## src/rtl/muldiv_unit_if.sv

```systemverilog
// Start/busy/done handshake and HI/LO result bus between the datapath and muldiv_unit.
interface muldiv_unit_if #(parameter int WIDTH = 32);
    logic             start;
    logic [1:0]       op;
    logic [WIDTH-1:0] num_1;
    logic [WIDTH-1:0] num_2;
    logic             busy;
    logic             done;
    logic [WIDTH-1:0] hi;
    logic [WIDTH-1:0] lo;
    logic             zero;
    logic             div_by_zero;

    modport master (
        output start, op, num_1, num_2,
        input  busy, done, hi, lo, zero, div_by_zero
    );
    modport slave (
        input  start, op, num_1, num_2,
        output busy, done, hi, lo, zero, div_by_zero
    );
endinterface

```

## src/rtl/muldiv_unit.sv

```systemverilog
// Iterative radix-2 multiply / restoring divide with HI/LO registers, WIDTH+2 cycle latency.
// Define MULDIV_SIGNED_EN for two's-complement MULT/DIV; otherwise op[0] is ignored.
module muldiv_unit #(
    parameter int WIDTH = 32
) (
    input logic         clk,
    input logic         rst_n,
    muldiv_unit_if.slave bus
);
    localparam int CW = $clog2(WIDTH) + 1;

    typedef enum logic [1:0] {IDLE, RUN, FIX} state_t;
    state_t state, state_nxt;

    logic [CW-1:0]      cnt;
    logic [WIDTH-1:0]   w_hi, w_lo, mag;
    logic               op_div, dbz, neg_q, neg_r;
    logic               s1, s2;
    logic [WIDTH-1:0]   mag1, mag2;
    logic [WIDTH:0]     mul_sum;
    logic [WIDTH+1:0]   div_diff;
    logic [2*WIDTH-1:0] prod_fix;
    logic [WIDTH-1:0]   q_fix, r_fix, hi_fix, lo_fix;
    logic [WIDTH-1:0]   hi_q, lo_q;
    logic               zero_q, dbz_q, done_q;

`ifdef MULDIV_SIGNED_EN
    assign s1 = bus.op[0] & bus.num_1[WIDTH-1];
    assign s2 = bus.op[0] & bus.num_2[WIDTH-1];
`else
    logic unused_op0;
    assign unused_op0 = bus.op[0];
    assign s1 = 1'b0;
    assign s2 = 1'b0;
`endif

    // Most-negative input negates to itself, which reads correctly as unsigned 2^(W-1).
    assign mag1 = s1 ? -bus.num_1 : bus.num_1;
    assign mag2 = s2 ? -bus.num_2 : bus.num_2;

    // w_lo holds multiplier (mult) or dividend (div); mag is the multiplicand or divisor.
    assign mul_sum  = {1'b0, w_hi} + (w_lo[0] ? {1'b0, mag} : '0);
    assign div_diff = {1'b0, w_hi, w_lo[WIDTH-1]} - {2'b00, mag};

    assign prod_fix = neg_q ? -{w_hi, w_lo} : {w_hi, w_lo};
    assign q_fix    = dbz ? '1 : (neg_q ? -w_lo : w_lo);
    assign r_fix    = neg_r ? -w_hi : w_hi;
    assign hi_fix   = op_div ? r_fix : prod_fix[2*WIDTH-1:WIDTH];
    assign lo_fix   = op_div ? q_fix : prod_fix[WIDTH-1:0];

    always_ff @(posedge clk) begin
        if (!rst_n) state <= IDLE;
        else        state <= state_nxt;
    end

    always_comb begin
        state_nxt = state;
        case (state)
            IDLE:    if (bus.start) state_nxt = RUN;
            RUN:     if (cnt == CW'(WIDTH - 1)) state_nxt = FIX;
            FIX:     state_nxt = IDLE;
            default: state_nxt = IDLE;
        endcase
    end

    always_ff @(posedge clk) begin
        if (!rst_n) begin
            cnt    <= '0;
            w_hi   <= '0;
            w_lo   <= '0;
            mag    <= '0;
            op_div <= 1'b0;
            dbz    <= 1'b0;
            neg_q  <= 1'b0;
            neg_r  <= 1'b0;
            hi_q   <= '0;
            lo_q   <= '0;
            zero_q <= 1'b1;
            dbz_q  <= 1'b0;
            done_q <= 1'b0;
        end else begin
            done_q <= 1'b0;
            case (state)
                IDLE: if (bus.start) begin
                    cnt    <= '0;
                    w_hi   <= '0;
                    w_lo   <= bus.op[1] ? mag1 : mag2;
                    mag    <= bus.op[1] ? mag2 : mag1;
                    op_div <= bus.op[1];
                    dbz    <= bus.op[1] && (bus.num_2 == '0);
                    neg_q  <= s1 ^ s2;
                    neg_r  <= s1;
                end
                RUN: begin
                    cnt <= cnt + 1'b1;
                    if (op_div) begin
                        if (!div_diff[WIDTH+1]) begin
                            w_hi <= div_diff[WIDTH-1:0];
                            w_lo <= {w_lo[WIDTH-2:0], 1'b1};
                        end else begin
                            w_hi <= {w_hi[WIDTH-2:0], w_lo[WIDTH-1]};
                            w_lo <= {w_lo[WIDTH-2:0], 1'b0};
                        end
                    end else begin
                        {w_hi, w_lo} <= {mul_sum, w_lo[WIDTH-1:1]};
                    end
                end
                FIX: begin
                    hi_q   <= hi_fix;
                    lo_q   <= lo_fix;
                    zero_q <= ({hi_fix, lo_fix} == '0);
                    dbz_q  <= dbz;
                    done_q <= 1'b1;
                end
                default: ;
            endcase
        end
    end

    assign bus.busy        = (state != IDLE);
    assign bus.done        = done_q;
    assign bus.hi          = hi_q;
    assign bus.lo          = lo_q;
    assign bus.zero        = zero_q;
    assign bus.div_by_zero = dbz_q;
endmodule
```

## src/flat_wrapper.sv

```systemverilog
// flat-port wrapper written by rule: the top's interface ports become plain ports
module muldiv_unit_flat 
#(
    parameter int WIDTH = 32
)
  (clk, rst_n, bus_start, bus_op, bus_num_1, bus_num_2, bus_busy, bus_done, bus_hi, bus_lo, bus_zero, bus_div_by_zero);
  muldiv_unit_if #(.WIDTH(WIDTH)) bus_i ();
  input logic clk;
  input logic rst_n;
  input wire logic [$bits(bus_i.start)-1:0] bus_start;
  input wire logic [$bits(bus_i.op)-1:0] bus_op;
  input wire logic [$bits(bus_i.num_1)-1:0] bus_num_1;
  input wire logic [$bits(bus_i.num_2)-1:0] bus_num_2;
  output wire logic [$bits(bus_i.busy)-1:0] bus_busy;
  output wire logic [$bits(bus_i.done)-1:0] bus_done;
  output wire logic [$bits(bus_i.hi)-1:0] bus_hi;
  output wire logic [$bits(bus_i.lo)-1:0] bus_lo;
  output wire logic [$bits(bus_i.zero)-1:0] bus_zero;
  output wire logic [$bits(bus_i.div_by_zero)-1:0] bus_div_by_zero;
  assign bus_i.start = bus_start;
  assign bus_i.op = bus_op;
  assign bus_i.num_1 = bus_num_1;
  assign bus_i.num_2 = bus_num_2;
  assign bus_busy = bus_i.busy;
  assign bus_done = bus_i.done;
  assign bus_hi = bus_i.hi;
  assign bus_lo = bus_i.lo;
  assign bus_zero = bus_i.zero;
  assign bus_div_by_zero = bus_i.div_by_zero;
  muldiv_unit #(.WIDTH(WIDTH)) u_core (.clk(clk), .rst_n(rst_n), .bus(bus_i));
endmodule
```

## config.mk

```make
export PLATFORM = sky130hd
export DESIGN_NAME = muldiv_unit_flat
export DESIGN_NICKNAME = d
export VERILOG_FILES = /design/src/rtl/muldiv_unit_if.sv /design/src/rtl/muldiv_unit.sv /design/src/flat_wrapper.sv
export SDC_FILE = /design/constraint.sdc
export NUM_CORES = 1
export LEC_CHECK = 0
export BUFFER_PORTS_ARGS = -buffer_cell sky130_fd_sc_hd__buf_2
export CORE_ASPECT_RATIO = 1.5
export CORE_MARGIN = 4
export CORE_UTILIZATION = 61
export CTS_BUF_LIST = sky130_fd_sc_hd__clkbuf_4
export DETAILED_ROUTE_END_ITERATION = 10
export GPL_TIMING_DRIVEN = 0
export PLACE_DENSITY = 0.79
export SLEW_MARGIN = 20
export SYNTH_ARGS = -nofsm -noshare
export SYNTH_HDL_FRONTEND = slang
export SYNTH_SLANG_ARGS = --single-unit
export TNS_END_PERCENT = 50
```

## constraint.sdc

```tcl
create_clock -name clk -period 5 [get_ports clk]
set_input_delay 0.25 -clock clk [delete_from_list [all_inputs] [get_ports clk]]
set_output_delay 0.25 -clock clk [all_outputs]
set_load 0.05 [all_outputs]
```

Word-level counts from Yosys, hierarchy flattened
Index checks and enable logic that the tools add are counted.
{"block": "classes", "reduce_logical": 9, "eq_ne": 5, "n_addsub": 3, "n_mux": 19}
{"op": "$mux W32", "count": 10}
{"op": "$pmux W32 S2", "count": 2}
{"op": "$logic_not A64 Y1", "count": 1}
{"op": "$sub A33 B32 Y34", "count": 1}
{"op": "$add A32 B33 Y33", "count": 1}
{"op": "$logic_not A32 Y1", "count": 1}
{"op": "$pmux W6 S2", "count": 1}
{"op": "$add A6 B1 Y6 const B", "count": 1}
{"op": "$eq A6 B5 Y1 const B", "count": 1}
{"op": "$mux W6", "count": 1}
{"op": "$reduce_and A2 Y1", "count": 3}
{"op": "$mux W2", "count": 2}
{"op": "$pmux W2 S2", "count": 1}
{"op": "$reduce_bool A2 Y1", "count": 2}
{"op": "$eq A2 B1 Y1 const B", "count": 1}
{"op": "$eq A2 B2 Y1 const B", "count": 1}
{"op": "$logic_not A2 Y1", "count": 1}
{"op": "$mux W1", "count": 2}
{"op": "$ne A2 B1 Y1 const B", "count": 1}
{"op": "$ne A2 B2 Y1 const B", "count": 1}
{"op": "$logic_and A1 B1 Y1", "count": 1}
{"block": "totals", "output_inout_bits": 68, "inputBits": 69, "register_bits": 173}

Longest topological paths before layout
{"block": "depth", "ltp_word": 4, "depth_mapped": 14, "ltp_nobuf": 13}

Worst setup path before layout
No wires, ideal clock.
{"block": "synth_path", "kind": "flip-flop to flip-flop", "startpoint": "register u_core.w_lo[0]", "endpoint": "register u_core.w_hi[31]", "synth_period_minus_slack_ns": 3.089, "stages_incl_launch_ff": 14, "t_arrival_ns": 2.971, "path_buffers": 3, "setup_slack_ns": 1.911, "setup_time_ns": 0.117, "path_cell_list": "dfxtp_1 clkbuf_1 clkbuf_1 and2_1 ha_1 clkbuf_1 and4_1 a221oi_1 a2bb2oi_1 and3_1 o21a_1 o221ai_1 a211o_1 a32o_1"}
{"block": "synth_via", "elab_chain_len": 4}
{"item": "start, declared", "line_no": "muldiv_unit.sv:16", "source": "logic [WIDTH-1:0] w_hi, w_lo, mag;"}
{"item": "start signal, assigned", "line_no": "muldiv_unit.sv:87", "source": "w_lo <= bus.op[1] ? mag1 : mag2;"}
{"item": "start signal, assigned", "line_no": "muldiv_unit.sv:99", "source": "w_lo <= {w_lo[WIDTH-2:0], 1'b1};"}
{"item": "start signal, assigned", "line_no": "muldiv_unit.sv:102", "source": "w_lo <= {w_lo[WIDTH-2:0], 1'b0};"}
{"item": "$mux W32", "line_no": "muldiv_unit.sv:42", "source": "assign mul_sum = {1'b0, w_hi} + (w_lo[0] ? {1'b0, mag} : '0);"}
{"item": "$add A32 B33 Y33", "line_no": "muldiv_unit.sv:42"}
{"item": "$mux W32", "line_no": "muldiv_unit.sv:96", "source": "if (op_div) begin"}
{"item": "$pmux W32 S2", "line_no": "muldiv_unit.sv:83", "source": "case (state)"}
{"item": "end signal, assigned", "line_no": "muldiv_unit.sv:98", "source": "w_hi <= div_diff[WIDTH-1:0];"}
{"item": "end signal, assigned", "line_no": "muldiv_unit.sv:101", "source": "w_hi <= {w_hi[WIDTH-2:0], w_lo[WIDTH-1]};"}
{"item": "end signal, assigned", "line_no": "muldiv_unit.sv:105", "source": "{w_hi, w_lo} <= {mul_sum, w_lo[WIDTH-1:1]};"}
{"item": "end, declared", "line_no": "muldiv_unit.sv:16"}
Every way passes these cells.
A chain may end at the register's enable or synchronous reset.

Final worst setup path
{"block": "layout_path", "startpoint": "register u_core.w_lo[0]", "endpoint": "register u_core.w_hi[28]"}
The elaborated chain is that of the path after synthesis.

==> flow_metrics.py <==
metrics = {
    "worst_setup_path": {
        "critical_path.max_fanout": 10,
        "timing.critical_path.arrival_ps": 4820,
        "crit_slowest_cell": "clkbuf_1",
        "max_stage_delay_ps": 520,
        "worstPathBufferInverterCount": 3,
        "critPathCaptureType": "flop",
        "timing.critical_path.from_type": "flop",
        "worst-endpoint-required_ps": 5530,
        "setup.worst_path.class": "flop to flop",
        "critPathTopFamily": "compound AO/OA/AOI/OAI gates",
        "crit_path_cell_trace": "clkbuf_1 > clkbuf_1 > nand2_1 > inv_1 > ha_1 > a211oi_1 > nor2_1 > a211oi_1 > nor4bb_1 > o211ai_1 > a31oi_1 > xnor2_1 > o221ai_1 > o31a_1",
    },
    "global_route": {
        "globalRoute.totalOverflow": 0,
        "gr-usage-all-layers": 0.370,
        "antenna_found_initial": 2,
        "largest_net_degree_at_the_start_of_global_routing": 17,
        "via_count_of_the_first_global_routing_pass": 12000,
        "grt_pass1_wl_um": 62800,
    },
    "cells_and_area": {
        "sequential_cell_area_mm2": 0.00346,
        "multi_input_comb_area_mm2": 0.00773,
        "final_common_cell": "nand2_1",
        "most-common-layout-cells": "256 x nand2_1, 173 x dfxtp_1, 140 x buf_2, 103 x mux2i_1, 83 x o21ai_0",
        "nFillCells": 1672,
        "post_route_cells_drive_above_1_share": 0.131,
        "nets": 1775,
        "syn2layout_area_growth_pct": 13.8,
        "finish.cell_count_without_fillers": 1910,
    },
    "logic_synthesis": {
        "share_of_the_yosys_chip_area_belonging_to_registers": 0.294,
        "synthesis.area_per_instance_um2": 8.13,
        "yosys_register_bits": 173,
        "synth_fa_ha_area_frac": 0.0725,
        "synthesis.area_mm2": 0.0118,
        "combinational_family_with_the_most_area_after_synthesis": "compound AO/OA/AOI/OAI gates",
        "syn-num-nets": 1584,
        "leading_cell_types_by_total_area_after_synthesis": "dfxtp_1 29%, mux2i_1 8.8%, nand2_1 8.2%",
        "synth_largest_type_area_fraction": 0.294,
        "post_synth_mux_area_share": 0.0895,
        "compound_cell_area_share_of_the_yosys_netlist": 0.271,
        "synth_xor_area_frac": 0.0365,
        "synth_edf_count": 0,
        "async_reset_ff_frac": 0,
        "postSynthCellCount": 1448,
        "synth_ff_type": "dfxtp_1",
        "synth_warn": 0,
        "yosysTopAreaCell": "dfxtp_1",
        "number_of_unique_standard_cell_types_used_by_synthesis": 67,
        "synthesized_area_fraction_occupied_by_and_or_nand_nor_cells": 0.187,
    },
    "place": {
        "detailedPlace.worstSlack_ps": 948,
        "portBuffers": 134,
        "final_weighted_congestion_in_routability_driven_placement": 0.968,
        "place_hpwl_um": 30900,
        "place_inst": 1838,
    },
    "sta": {
        "post-route-min-period_ps": 4290,
        "tightestPinTransition_ps": 1100,
        "final_count_of_hold_timing_violations": 0,
        "min_period_over_period": 0.858,
        "fmax_mhz": 233,
        "timing.final.setup_violations": 0,
        "timing_max_transition_violations_final": 0,
        "final.setup.worst_slack_ps": 710,
        "rsz0062_at_grt": "no",
        "timing.slew.headroom": 0.260,
        "setup_total_negative_slack_ps": 0,
        "clock-skew-final_ps": 27.9,
    },
    "hold_path": {
        "hold_path_class": "input port to flop",
    },
    "route": {
        "wl_per_cell_um": 21.0,
        "post-route-drc-count": 0,
        "drt-total-wl_um": 40100,
        "dr.pass1.iters": 8,
        "drt_iter0_drc": 989,
        "vias": 12200,
        "avgViaCountPerCell": 6.38,
        "drtAntennaViolNets": 0,
    },
    "clocking": {
        "cts-buffers-inserted": 17,
        "tritoncts_num_sinks": 173,
        "cts_max_path_buffers": 2,
        "cts_root_buf": "clkbuf_4",
        "insertion_delay_ps": 640,
        "cts.htree.levels": 4,
        "cts_tree": "built",
        "cts-resized-gates": 0,
        "reg_clk_slew_reported_paths_ps": 160,
    },
    "die": {
        "design.die.area_mm2": 0.0216,
        "rows": 62,
        "design.core.area_mm2": 0.0191,
        "die_height_um": 178,
        "start_util": 0.617,
        "dieWidth_um": 121,
        "io_pins": 137,
    },
    "pwr": {
        "power-per-cell-area_mw_per_mm2": 235,
        "ir_worst_vdd_v": 0.000212,
        "p_leak_nw": 6.27,
    },
    "status": {
        "run_status": "completed",
    },
    "flow_run": {
        "timing.max_cap.violations": 0,
    },
}
## where the power goes
group / total [mW] / internal (mW) / switching (mW)
registers: 1.53 / 1.44 / 0.0886
logic: 0.854 / 0.344 / 0.509
clock network: 0.772 / 0.203 / 0.569
total: 3.15 / 1.98 / 1.17
## worst reg2reg max path, stage by stage, from the launching register on
cell      delay (ps)
dfxtp_1          340
clkbuf_1         520
clkbuf_1         450
nand2_1          180
inv_1            120
ha_1             240
a211oi_1         330
nor2_1           140
a211oi_1         390
nor4bb_1         210
o211ai_1         330
a31oi_1          150
xnor2_1          280
o221ai_1         180
o31a_1           320
## routing by layer
metal	vias to the layer above	wire length [um]	global-route usage
li1	5658	-	-
met1	5754	14900	0.412
met2	605	19800	0.643
met5	-	0	0
met4	0	2440	0.234
met3	163	3020	0.0688
## state kept, by name (all words and copies together) (netlist names)
name                    cells
u_core.bus.hi              32
u_core.w_lo                32
u_core.mag                 32
u_core.bus.lo              32
u_core.state                2
u_core.bus.div_by_zero      1
u_core.dbz                  1
u_core.op_div               1
u_core.cnt                  6
u_core.bus.zero             1
u_core.w_hi                32
u_core.bus.done             1
## what timing repair did
| action | in CTS | in global routing |
|---|---|---|
| setup buffers | 0 | 0 |
| hold buffers | 38 | 0 |
| hold endpoints to repair | 26 | 0 |
## path summary, 6_finish.rpt
check,startpoint,to,slack [ps],cells past startpoint
setup / recovery,u_core.w_lo[0]$_SDFFE_PN0P_,u_core.w_hi[28]$_SDFFE_PN0P_,710,14
hold / removal,bus_num_1[12],u_core.mag[12]$_SDFFE_PN0P_,20,4
setup reg to reg,u_core.w_lo[0]$_SDFFE_PN0P_,u_core.w_hi[28]$_SDFFE_PN0P_,710,14
hold reg to reg,u_core.bus.hi[11]$_SDFFE_PN0P_,u_core.bus.hi[11]$_SDFFE_PN0P_,470,2
## area by class of cell
cell class	instances	area share
Antenna cell	2	0.000374
Buffer	92	0.0275
Multi-Input combinational cell	1128	0.578
Inverter	55	0.0154
Timing Repair Buffer	172	0.0785
Clock buffer	17	0.00953
Clock inverter	15	0.00850
Tap cell	256	0.0239
Sequential cell	173	0.259
## cell families after synthesis
kind of cell	Yosys count
simple gates	476
compound gates	431
flops	173
buf+inv	147
mux	105
fa+ha+maj	67
xor+xnor	49
## Yosys cell counts (all sizes together) (19+ instances only)
master    n
a21boi   39
a21o     22
a21oi    69
and2     40
buf      26
clkbuf   66
dfxtp   173
ha       65
inv      55
mux2i   103
nand2   256
nand3    25
nor2     58
nor4     23
o211a    67
o21ai    90
o221a    32
xnor2    30
xor2     19
## through the flow
step / hold slack, ps / total power, mW / area, um^2 / util
after global placement: 446 / 2.34 / 12800 / 0.669
final: 21.8 / 3.15 / 13400 / 0.702
after CTS: 0.0137 / 3.11 / 13400 / 0.701
after global routing: 22.3 / 3.27 / 13400 / 0.702
after floorplan: 454 / 2.09 / 11800 / -
after detailed placement: 455 / 2.35 / 12800 / 0.669
No activity file was read; power rests on OpenSTA's default activity.
